<file path="src/rtl/snake_logic_pkg.sv">
`default_nettype none
// ============================================================================
// Module   : snake_logic_pkg
// Brief    : Board geometry, direction codes, status bit indices and helpers
//            shared by the snake board datapath.
// Revision : 1.0 - initial release
// ============================================================================
package snake_logic_pkg;

    localparam int c_POS_W = 6;
    localparam int c_BOARD = 8;
    localparam int c_CELLS = c_BOARD * c_BOARD;
    localparam int c_LEN_W = 7;

    localparam logic [1:0] c_DIR_UP    = 2'd0;
    localparam logic [1:0] c_DIR_DOWN  = 2'd1;
    localparam logic [1:0] c_DIR_LEFT  = 2'd2;
    localparam logic [1:0] c_DIR_RIGHT = 2'd3;

    localparam int c_TICK_BIT      = 0;
    localparam int c_NO_UPDATE_BIT = 1;
    localparam int c_DONE_BIT      = 0;
    localparam int c_GAME_END_BIT  = 1;

    typedef logic [c_POS_W-1:0] pos_t;

    typedef enum logic [2:0] {
        S_IDLE       = 3'd0,
        S_CALC       = 3'd1,
        S_CHECK      = 3'd2,
        S_COMMIT     = 3'd3,
        S_FOOD_REQ   = 3'd4,
        S_FOOD_PROBE = 3'd5,
        S_DONE       = 3'd6
    } state_t;

    // Row/column arithmetic is 3 bits wide, so the board wraps at every edge.
    function automatic pos_t step_pos(input pos_t p, input logic [1:0] dir);
        logic [2:0] row;
        logic [2:0] col;
        row = p[5:3];
        col = p[2:0];
        case (dir)
            c_DIR_UP:    row = row + 3'd1;
            c_DIR_DOWN:  row = row - 3'd1;
            c_DIR_LEFT:  col = col - 3'd1;
            c_DIR_RIGHT: col = col + 3'd1;
        endcase
        return {row, col};
    endfunction

    function automatic logic [c_CELLS-1:0] cell_mask(input pos_t p);
        return {{(c_CELLS-1){1'b0}}, 1'b1} << p;
    endfunction

    function automatic logic [c_CELLS-1:0] led_image(input logic [c_CELLS-1:0] occ,
                                                     input pos_t head, input logic vis,
                                                     input pos_t food);
        return (occ & ~cell_mask(head)) | (vis ? cell_mask(head) : '0) | cell_mask(food);
    endfunction

    function automatic logic [c_CELLS-1:0] init_occ(input int len);
        logic [c_CELLS-1:0] m;
        m = '0;
        for (int i = 0; i < c_BOARD; i++) begin
            if (i < len) m[3*c_BOARD + i] = 1'b1;
        end
        return m;
    endfunction

endpackage
`default_nettype wire

</file>
<file path="src/rtl/snake_body_fifo.sv">
`default_nettype none
// ============================================================================
// Module   : snake_body_fifo
// Brief    : 64-entry circular buffer of body cells, tail at the read side and
//            head at the write side; reset loads the initial body on row 3.
// Revision : 1.0 - initial release
// ============================================================================
module snake_body_fifo
    import snake_logic_pkg::*;
#(
    parameter int INIT_LEN = 2
) (
    input  logic               clka,
    input  logic               restart,
    input  logic               push,
    input  logic               pop,
    input  pos_t               push_pos,
    output pos_t               head_pos,
    output pos_t               tail_pos,
    output logic [c_LEN_W-1:0] len
);

    pos_t               r_mem [c_CELLS];
    logic [5:0]         r_head_ptr;
    logic [5:0]         r_tail_ptr;
    logic [c_LEN_W-1:0] r_len;

    always_ff @(negedge clka or posedge restart) begin
        if (restart) begin
            for (int i = 0; i < c_CELLS; i++) begin
                r_mem[i] <= (i < INIT_LEN) ? {3'd3, 3'(i)} : '0;
            end
            r_head_ptr <= 6'(INIT_LEN - 1);
            r_tail_ptr <= '0;
            r_len      <= c_LEN_W'(INIT_LEN);
        end else begin
            if (push) begin
                r_mem[r_head_ptr + 6'd1] <= push_pos;
                r_head_ptr               <= r_head_ptr + 6'd1;
            end
            if (pop) r_tail_ptr <= r_tail_ptr + 6'd1;
            if (push && !pop)      r_len <= r_len + 7'd1;
            else if (pop && !push) r_len <= r_len - 7'd1;
        end
    end

    assign head_pos = r_mem[r_head_ptr];
    assign tail_pos = r_mem[r_tail_ptr];
    assign len      = r_len;

endmodule
`default_nettype wire

</file>
<file path="src/rtl/snake_logic.sv">
`default_nettype none
// ============================================================================
// Module   : snake_logic
// Brief    : Snake board datapath: per-tick move/collide/grow/food placement
//            or head blink, producing the 8x8 LED image and status bits.
// Revision : 1.0 - initial release
// ============================================================================
module snake_logic
    import snake_logic_pkg::*;
#(
    parameter int         INIT_LEN  = 2,
    parameter logic [5:0] INIT_FOOD = 6'o36
) (
    input  logic               clka,
    input  logic               restart,
    input  logic [1:0]         to_logic,
    input  logic [1:0]         direction_state,
    output logic [1:0]         from_logic,
    output logic [c_BOARD-1:0] led_array [c_BOARD],
    output logic               prng_req,
    input  logic               prng_ack,
    input  logic [5:0]         prng_data
);

    localparam pos_t               c_INIT_HEAD = pos_t'(3*c_BOARD + INIT_LEN - 1);
    localparam logic [c_CELLS-1:0] c_INIT_OCC  = init_occ(INIT_LEN);
    localparam logic [c_CELLS-1:0] c_INIT_LED  = led_image(c_INIT_OCC, c_INIT_HEAD, 1'b1, INIT_FOOD);

    state_t             r_state, w_state_nxt;
    logic               r_tick_prev;
    pos_t               r_new_head, w_new_head_nxt;
    logic               r_grow, w_grow_nxt;
    pos_t               r_cand, w_cand_nxt;
    pos_t               r_food, w_food_nxt;
    logic [c_CELLS-1:0] r_occ, w_occ_nxt;
    logic               r_head_vis, w_vis_nxt;
    logic               r_done, w_done_nxt;
    logic               r_game_end, w_game_end_nxt;
    logic               r_prng_req, w_req_nxt;
    logic [c_CELLS-1:0] r_led, w_led_nxt;

    logic               w_edge, w_eat, w_hit, w_push, w_pop;
    pos_t               w_head_pos, w_tail_pos, w_head_nxt;
    logic [c_LEN_W-1:0] w_len;

    snake_body_fifo #(.INIT_LEN(INIT_LEN)) u_body (
        .clka     (clka),
        .restart  (restart),
        .push     (w_push),
        .pop      (w_pop),
        .push_pos (r_new_head),
        .head_pos (w_head_pos),
        .tail_pos (w_tail_pos),
        .len      (w_len)
    );

    assign w_edge = to_logic[c_TICK_BIT] && !r_tick_prev;
    assign w_eat  = (r_new_head == r_food);
    // The tail cell is being vacated on a non-growing move, so it is not an obstacle.
    assign w_hit  = r_occ[r_new_head] && !((r_new_head == w_tail_pos) && !w_eat);

    always_comb begin
        w_state_nxt    = r_state;
        w_new_head_nxt = r_new_head;
        w_grow_nxt     = r_grow;
        w_cand_nxt     = r_cand;
        w_food_nxt     = r_food;
        w_occ_nxt      = r_occ;
        w_vis_nxt      = r_head_vis;
        w_done_nxt     = r_done;
        w_game_end_nxt = r_game_end;
        w_req_nxt      = r_prng_req;
        w_push         = 1'b0;
        w_pop          = 1'b0;
        case (r_state)
            S_IDLE: begin
                if (w_edge) begin
                    w_done_nxt = 1'b0;
                    if (to_logic[c_NO_UPDATE_BIT]) begin
                        w_vis_nxt   = !r_head_vis;
                        w_state_nxt = S_DONE;
                    end else if (r_game_end) begin
                        w_state_nxt = S_DONE;
                    end else begin
                        w_state_nxt = S_CALC;
                    end
                end
            end
            S_CALC: begin
                w_new_head_nxt = step_pos(w_head_pos, direction_state);
                w_state_nxt    = S_CHECK;
            end
            S_CHECK: begin
                w_grow_nxt = w_eat;
                if (w_hit) begin
                    w_game_end_nxt = 1'b1;
                    w_done_nxt     = 1'b1;
                    w_state_nxt    = S_DONE;
                end else begin
                    w_state_nxt = S_COMMIT;
                end
            end
            S_COMMIT: begin
                w_push    = 1'b1;
                w_pop     = !r_grow;
                w_vis_nxt = 1'b1;
                if (!r_grow) w_occ_nxt[w_tail_pos] = 1'b0;
                w_occ_nxt[r_new_head] = 1'b1;
                if (r_grow && (w_len == 7'd63)) begin
                    w_game_end_nxt = 1'b1;
                    w_done_nxt     = 1'b1;
                    w_state_nxt    = S_DONE;
                end else if (r_grow) begin
                    w_req_nxt   = 1'b1;
                    w_state_nxt = S_FOOD_REQ;
                end else begin
                    w_done_nxt  = 1'b1;
                    w_state_nxt = S_DONE;
                end
            end
            S_FOOD_REQ: begin
                if (prng_ack) begin
                    w_cand_nxt  = prng_data;
                    w_req_nxt   = 1'b0;
                    w_state_nxt = S_FOOD_PROBE;
                end
            end
            S_FOOD_PROBE: begin
                if (!r_occ[r_cand]) begin
                    w_food_nxt  = r_cand;
                    w_done_nxt  = 1'b1;
                    w_state_nxt = S_DONE;
                end else begin
                    w_cand_nxt = r_cand + 6'd1;
                end
            end
            S_DONE: begin
                w_done_nxt  = 1'b1;
                w_state_nxt = S_IDLE;
            end
            default: w_state_nxt = S_IDLE;
        endcase
    end

    // The image is built from next-state values so it lands with the state change.
    assign w_head_nxt = (r_state == S_COMMIT) ? r_new_head : w_head_pos;
    assign w_led_nxt  = led_image(w_occ_nxt, w_head_nxt, w_vis_nxt, w_food_nxt);

    always_ff @(negedge clka or posedge restart) begin
        if (restart) begin
            r_state     <= S_IDLE;
            r_tick_prev <= 1'b0;
            r_new_head  <= '0;
            r_grow      <= 1'b0;
            r_cand      <= '0;
            r_food      <= INIT_FOOD;
            r_occ       <= c_INIT_OCC;
            r_head_vis  <= 1'b1;
            r_done      <= 1'b1;
            r_game_end  <= 1'b0;
            r_prng_req  <= 1'b0;
            r_led       <= c_INIT_LED;
        end else begin
            r_state     <= w_state_nxt;
            r_tick_prev <= to_logic[c_TICK_BIT];
            r_new_head  <= w_new_head_nxt;
            r_grow      <= w_grow_nxt;
            r_cand      <= w_cand_nxt;
            r_food      <= w_food_nxt;
            r_occ       <= w_occ_nxt;
            r_head_vis  <= w_vis_nxt;
            r_done      <= w_done_nxt;
            r_game_end  <= w_game_end_nxt;
            r_prng_req  <= w_req_nxt;
            r_led       <= w_led_nxt;
        end
    end

    assign from_logic[c_DONE_BIT]     = r_done;
    assign from_logic[c_GAME_END_BIT] = r_game_end;
    assign prng_req                   = r_prng_req;

    for (genvar r = 0; r < c_BOARD; r++) begin : g_row
        assign led_array[r] = r_led[r*c_BOARD +: c_BOARD];
    end

endmodule
`default_nettype wire

</file>
<file path="config.mk">
export PLATFORM = sky130hd
export DESIGN_NAME = snake_logic
export DESIGN_NICKNAME = d
export VERILOG_FILES = /design/src/rtl/snake_logic_pkg.sv /design/src/rtl/snake_body_fifo.sv /design/src/rtl/snake_logic.sv
export SDC_FILE = /design/constraint.sdc
export NUM_CORES = 2
export LEC_CHECK = 0
export ABC_AREA = 1
export CAP_MARGIN = 20
export CORE_MARGIN = 5
export CORE_UTILIZATION = 50
export DETAILED_ROUTE_END_ITERATION = 10
export PLACE_DENSITY = 0.67
export SYNTH_ARGS = -nofsm -noshare
export SYNTH_HDL_FRONTEND = slang
export SYNTH_SLANG_ARGS = --single-unit
export TNS_END_PERCENT = 1
</file>
<file path="constraint.sdc">
create_clock -name clka -period 31.3 [get_ports clka]
set_input_delay 6.26 -clock clka [delete_from_list [all_inputs] [get_ports clka]]
set_output_delay 6.26 -clock clka [all_outputs]
set_load 0.1 [all_outputs]
</file>
Yosys cells after proc, flatten, opt, wreduce, memory -nomap -nowiden. Index checks and enable logic that the tools add are counted.

Bits in registers: 558. Bits of input ports: 13. Output and inout port bits: 67. Logic and storage cells: 215.

$add $sub $neg: 9. $lt $le $gt $ge: 9. Equality and inequality tests: 21. Shifts and indexed selects: 2. Mux-type cells: 57. Bitwise gates (word level): 10. Reductions and logical operators: 28.

Operators by type and width (number): bitwise mux 384 bit (1); 2-to-1 mux 64 bit (4); OR 64 bit (3); bitwise AND 64 bit (2); NOT 64 bit (2); << shifter 1 x 6 -> 64 bit (first input constant) (2); binary-select mux 6 bit (select 6 bit) (2); 2-to-1 mux 6 bit (10); demux 6 bit (select 6 bit) (1); >= comparator 7 bit (second input constant) (3); less-than comparator 6 x 7 -> 1 bit (second input constant) (3); NOT 6 -> 7 bit (3); adder 6 x 1 -> 6 bit (second input constant) (3); 2-to-1 mux 3 bit (6); case mux 3 bit (6 select lines) (1); 2-to-1 mux 1 bit (17); inequality test 2 bit (second input constant) (8); 2-to-1 mux 7 bit (2); binary-select mux 1 bit (select 6 bit) (2); demux 1 bit (select 6 bit) (2); equality test 6 bit (2); >= comparator 6 x 1 -> 1 bit (second input constant) (2); case mux 3 bit (2 select lines) (2); case mux 6 bit (2 select lines) (1); 24 further kinds (52).

Longest topological paths before layout.
Depth after elaboration: 17. Gate-level depth with buffers: 21. Depth with buffers taken out: 19.

Cells and area by module. A second synthesis with hierarchy kept.

Cell total of the unflattened synthesis: 4836. Area total of the unflattened synthesis: 32775.2 um^2.

By module, submodules not included: snake_body_fifo (instances 1, cells each 3517, area an instance 23495.0 um^2, seq. area each 10093.4 um^2); snake_logic (instances 1, cells each 1319, area an instance 9280.2 um^2, seq. area each 3892.5 um^2).

==> results.md <==
| Quantity | This run | Unit |
| --- | --- | --- |
| Area of the mapped netlist | 32300 | um2 |
| Worst flop-to-flop path endpoint | r_led[22]$_DFF_NP0_ | - |
| Area delta synth->final | 8.97 | % |
| Top post-synthesis cells by area | dfrtn_1 42%, nand2_1 17%, nand3_1 9.2% | - |
| Post-route core utilization | 54.7 | % |
| Maximum number of pins on one net before global-route repair | 209 | - |
| Startpoint of the worst setup timing path | r_led[25]$_DFF_NP1_ | - |
| Worst setup endpoint | led_array[33] | - |
| Initial detailed-routing violation count | 4204 | - |
| Hold depth | 2 | - |
| Inserted Clock Buffers | 61 | - |
| Fill cell instance count of the final layout | 6265 | - |
| Vias per cell | 6.02 | - |
| CTS Root Buffer Type | clkbuf_16 | - |
| Post-CTS resize count | 0 | - |
| Worst vdd ir | 0.130 | mV |
| Worst slew margin relative to its limit | -1.06 | % |
| Delay-heaviest family, CP | buffers and inverters | - |
| PD cells | 104 | nW/um2 |
| Dominant register cell in the synthesized netlist | dfrtn_1 | - |
| Worst slack at placement | 7.08 | ns |
| Nets | 4416 | - |
| Global-route wire length before repair | 183000 | um |
| Vias in the first global route | 29876 | - |
| Number of buffer and inverter instances along the worst setup path | 1 | - |
| Max-slew violation count | 29 | - |
| Reported leakage power | 15.1 | nW |
| Quantity of I/O buffers inserted on ports | 79 | - |
| Post-route ant nets | 0 | - |
| Synthesized flop and latch total | 558 | - |
| Pre-antenna DRT Iters | 6 | - |
| # DRC | 0 | - |
| Crit Path Max Fanout | 1 | - |
| Post-route cell area | 35200 | um2 |
| Delay contributed by the slowest stage of the critical path | 1.15 | ns |
| Class of the tightest hold or removal check | reg2reg | - |
| Post-synthesis cell type with the largest combined area | dfrtn_1 | - |
| Share of async-settable or async-resettable flops after synthesis | 100 | % |
| Worst-Margin Slew | 1.52 | ns |
| Overall Power | 3.67 | mW |
| Dominant cell by count in the synthesized netlist | nand2_1 | - |
| Failing checks | slew limit | - |
| Die Width | 264 | um |
| Synthesized instance count | 4525 | - |
| Synthesized net count | 4549 | - |
| Worst skew pair latency | 0.67 | ns |
| Total area of multi-input combinational cells | 16000 | um2 |
| Number of vias in the routed layout | 31896 | - |
| Cell area reported after detailed placement | 32900 | um2 |
| Worst setup path category | reg2out | - |
| Number of instances in the placed design | 5166 | - |
| Total setup violations reported at the end of the flow | 0 | - |
| Setup repair bufs after CTS | 0 | - |
| Post-detail-place hpwl | 75700 | um |
| Total overflow reported by the global router | 0 | - |
| Final Hold Fails | 0 | - |
| Arrival time reported for the critical path endpoint | 17.99 | ns |
| Total Routed Length | 119000 | um |
| Kind of end point of the critical path | output pin | - |
| Htree depth | 2 | - |
| Total of hold buffers inserted after clock tree synthesis | 0 | - |
| Clock transition at the registers of the reported paths | 0.04 | ns |
| Final WS setup | 7.05 | ns |
| Post-route insts no fill | 5297 | - |
| EDFF count, synth | 0 | - |
| CP Cell Sequence | clkdlybuf4s50_1 | - |
| Setup repair after global routing missed its margin | false | - |
| Area of the placeable core | 64200 | um2 |
| Yosys Warn Count | 0 | - |
| Maximum buffer depth of the clock tree | 3 | - |
| Mean routed wirelength per cell | 22.5 | um |
| Clock tree sinks | 558 | - |
| Portion of synthesized cell area occupied by the leading cell type | 41.9 | % |
| Hold path startpoint | u_body.r_mem[47]$_DFFE_NP0P_ | - |
| Row Count | 93 | - |
| Number of antenna cells inserted | 0 | - |
| Die Outline Area | 69700 | um2 |
| All-Layer GR Usage | 33.0 | % |
| Required time of the worst setup path | 25.04 | ns |
| Final weighted congestion in routability-driven placement | 1.01 | - |
| Critical Path Source Type | flop | - |
| Sequential cell area in the final layout | 14000 | um2 |
| Initial Utilization | 50.2 | % |
| Clock skew | 0.0700 | ns |
| Die height | 264 | um |
| TritonCTS clock tree | done | - |
| Setup TNS | 0 | ns |
| Seq/Total Area, Yosys | 43.3 | % |
| Number of antenna violations at the first check in global routing | 0 | - |
| Max_cap viols | 0 | - |
| Share of post-route cells with drive strength above 1 | 6.51 | % |
| Average instance area after synthesis | 7.13 | um2 |
| Top cell types by occurrence after synthesis | 1456 x nand2_1, 590 x nand3_1, 540 x dfrtn_1 | - |
| Path depth of the worst reg2reg path | 17 | - |
| Run status | finished with violations | - |
| Worst hold margin | 0.435 | ns |
| I/O pin count | 80 | - |
| Reg-to-reg slack, setup | 26.61 | ns |
| Startpoint of the worst register-to-register path | u_body.r_head_ptr[0]$_DFFE_NP1P_ | - |
| Critical Path Slowest Stage Cell | clkdlybuf4s50_1 | - |
| Instance count on the critical path | 1 | - |
| Synth cell types | 47 | - |
==> metal layers <==
metal / vias up / global-route usage, % / part of all wire [%]
met4: 0 / 17.5 / 6.3
met3: 348 / 6.36 / 9.5
met5: - / 0 / 0
met1: 15024 / 44.5 / 40
met2: 1742 / 50.7 / 44
li1: 14782 / - / -
==> layout make-up <==
class | count | share of cell area [%]
multi-input combinational | 3449 | 45.4
sequential | 558 | 39.8
clock buffer | 83 | 5.25
timing repair buffer | 128 | 3.45
tap | 855 | 3.04
inverter | 176 | 1.92
clock inverter | 48 | 1.18
==> placed cells by master, fill, tap and decap left out, types with 17 or more instances in the layout <==
master / count
o211ai_1: 43
dfrtn_1: 540
nor2_1: 318
nand2_1: 1455
clkbuf_16: 67
buf_4: 44
nand2_2: 20
clkdlybuf4s50_1: 79
o22ai_1: 33
a21oi_1: 82
o21ai_0: 497
inv_1: 157
dfstp_2: 17
nand3_1: 590
o21ai_1: 165
inv_2: 32
nand4_1: 112
nor2_4: 22
==> sequential cells by signal (all words and copies together), names as in the netlist <==
name and count:
r_led 64, prng_req 1, r_game_end 1, u_body.r_mem 384, r_food 6, r_tick_prev 1
r_state 3, u_body.r_head_ptr 6, r_done 1, r_head_vis 1, u_body.r_tail_ptr 6, r_grow 1
r_occ 64, u_body.len 7, r_cand 6, r_new_head 6
==> logic make-up after synthesis <==
| group | after synthesis | synth area share [%] |
|---|---|---|
| buffers and inverters | 518 | 7.31 |
| AND/OR/NAND/NOR | 2562 | 34.2 |
| adder cells (fa/ha/maj) | 11 | 0.496 |
| AO/OA/AOI/OAI | 857 | 14.1 |
| flip-flops | 558 | 43.3 |
| XOR/XNOR | 19 | 0.539 |
==> worst min path at each step <==
stage	to	slack (ns)
2_1_floorplan	r_game_end$_DFFE_NP0P_	0.41
3_3_place_gp	u_body.r_mem[143]$_DFFE_NP0P_	0.43
3_5_place_dp	u_body.r_mem[47]$_DFFE_NP0P_	0.43
4_1_cts	u_body.r_mem[47]$_DFFE_NP0P_	0.44
5_1_grt	u_body.r_mem[65]$_DFFE_NP0P_	0.45
6_report	u_body.r_mem[47]$_DFFE_NP0P_	0.43
==> where the power goes <==
| group | switching, mW | internal [mW] | total, mW |
|---|---|---|---|
| logic | 1.52 | 0.421 | 1.94 |
| clock network | 0.329 | 0.473 | 0.802 |
| registers | 0.100 | 0.827 | 0.927 |
| total | 1.95 | 1.72 | 3.67 |
Power figures use the tool's default switching activity.
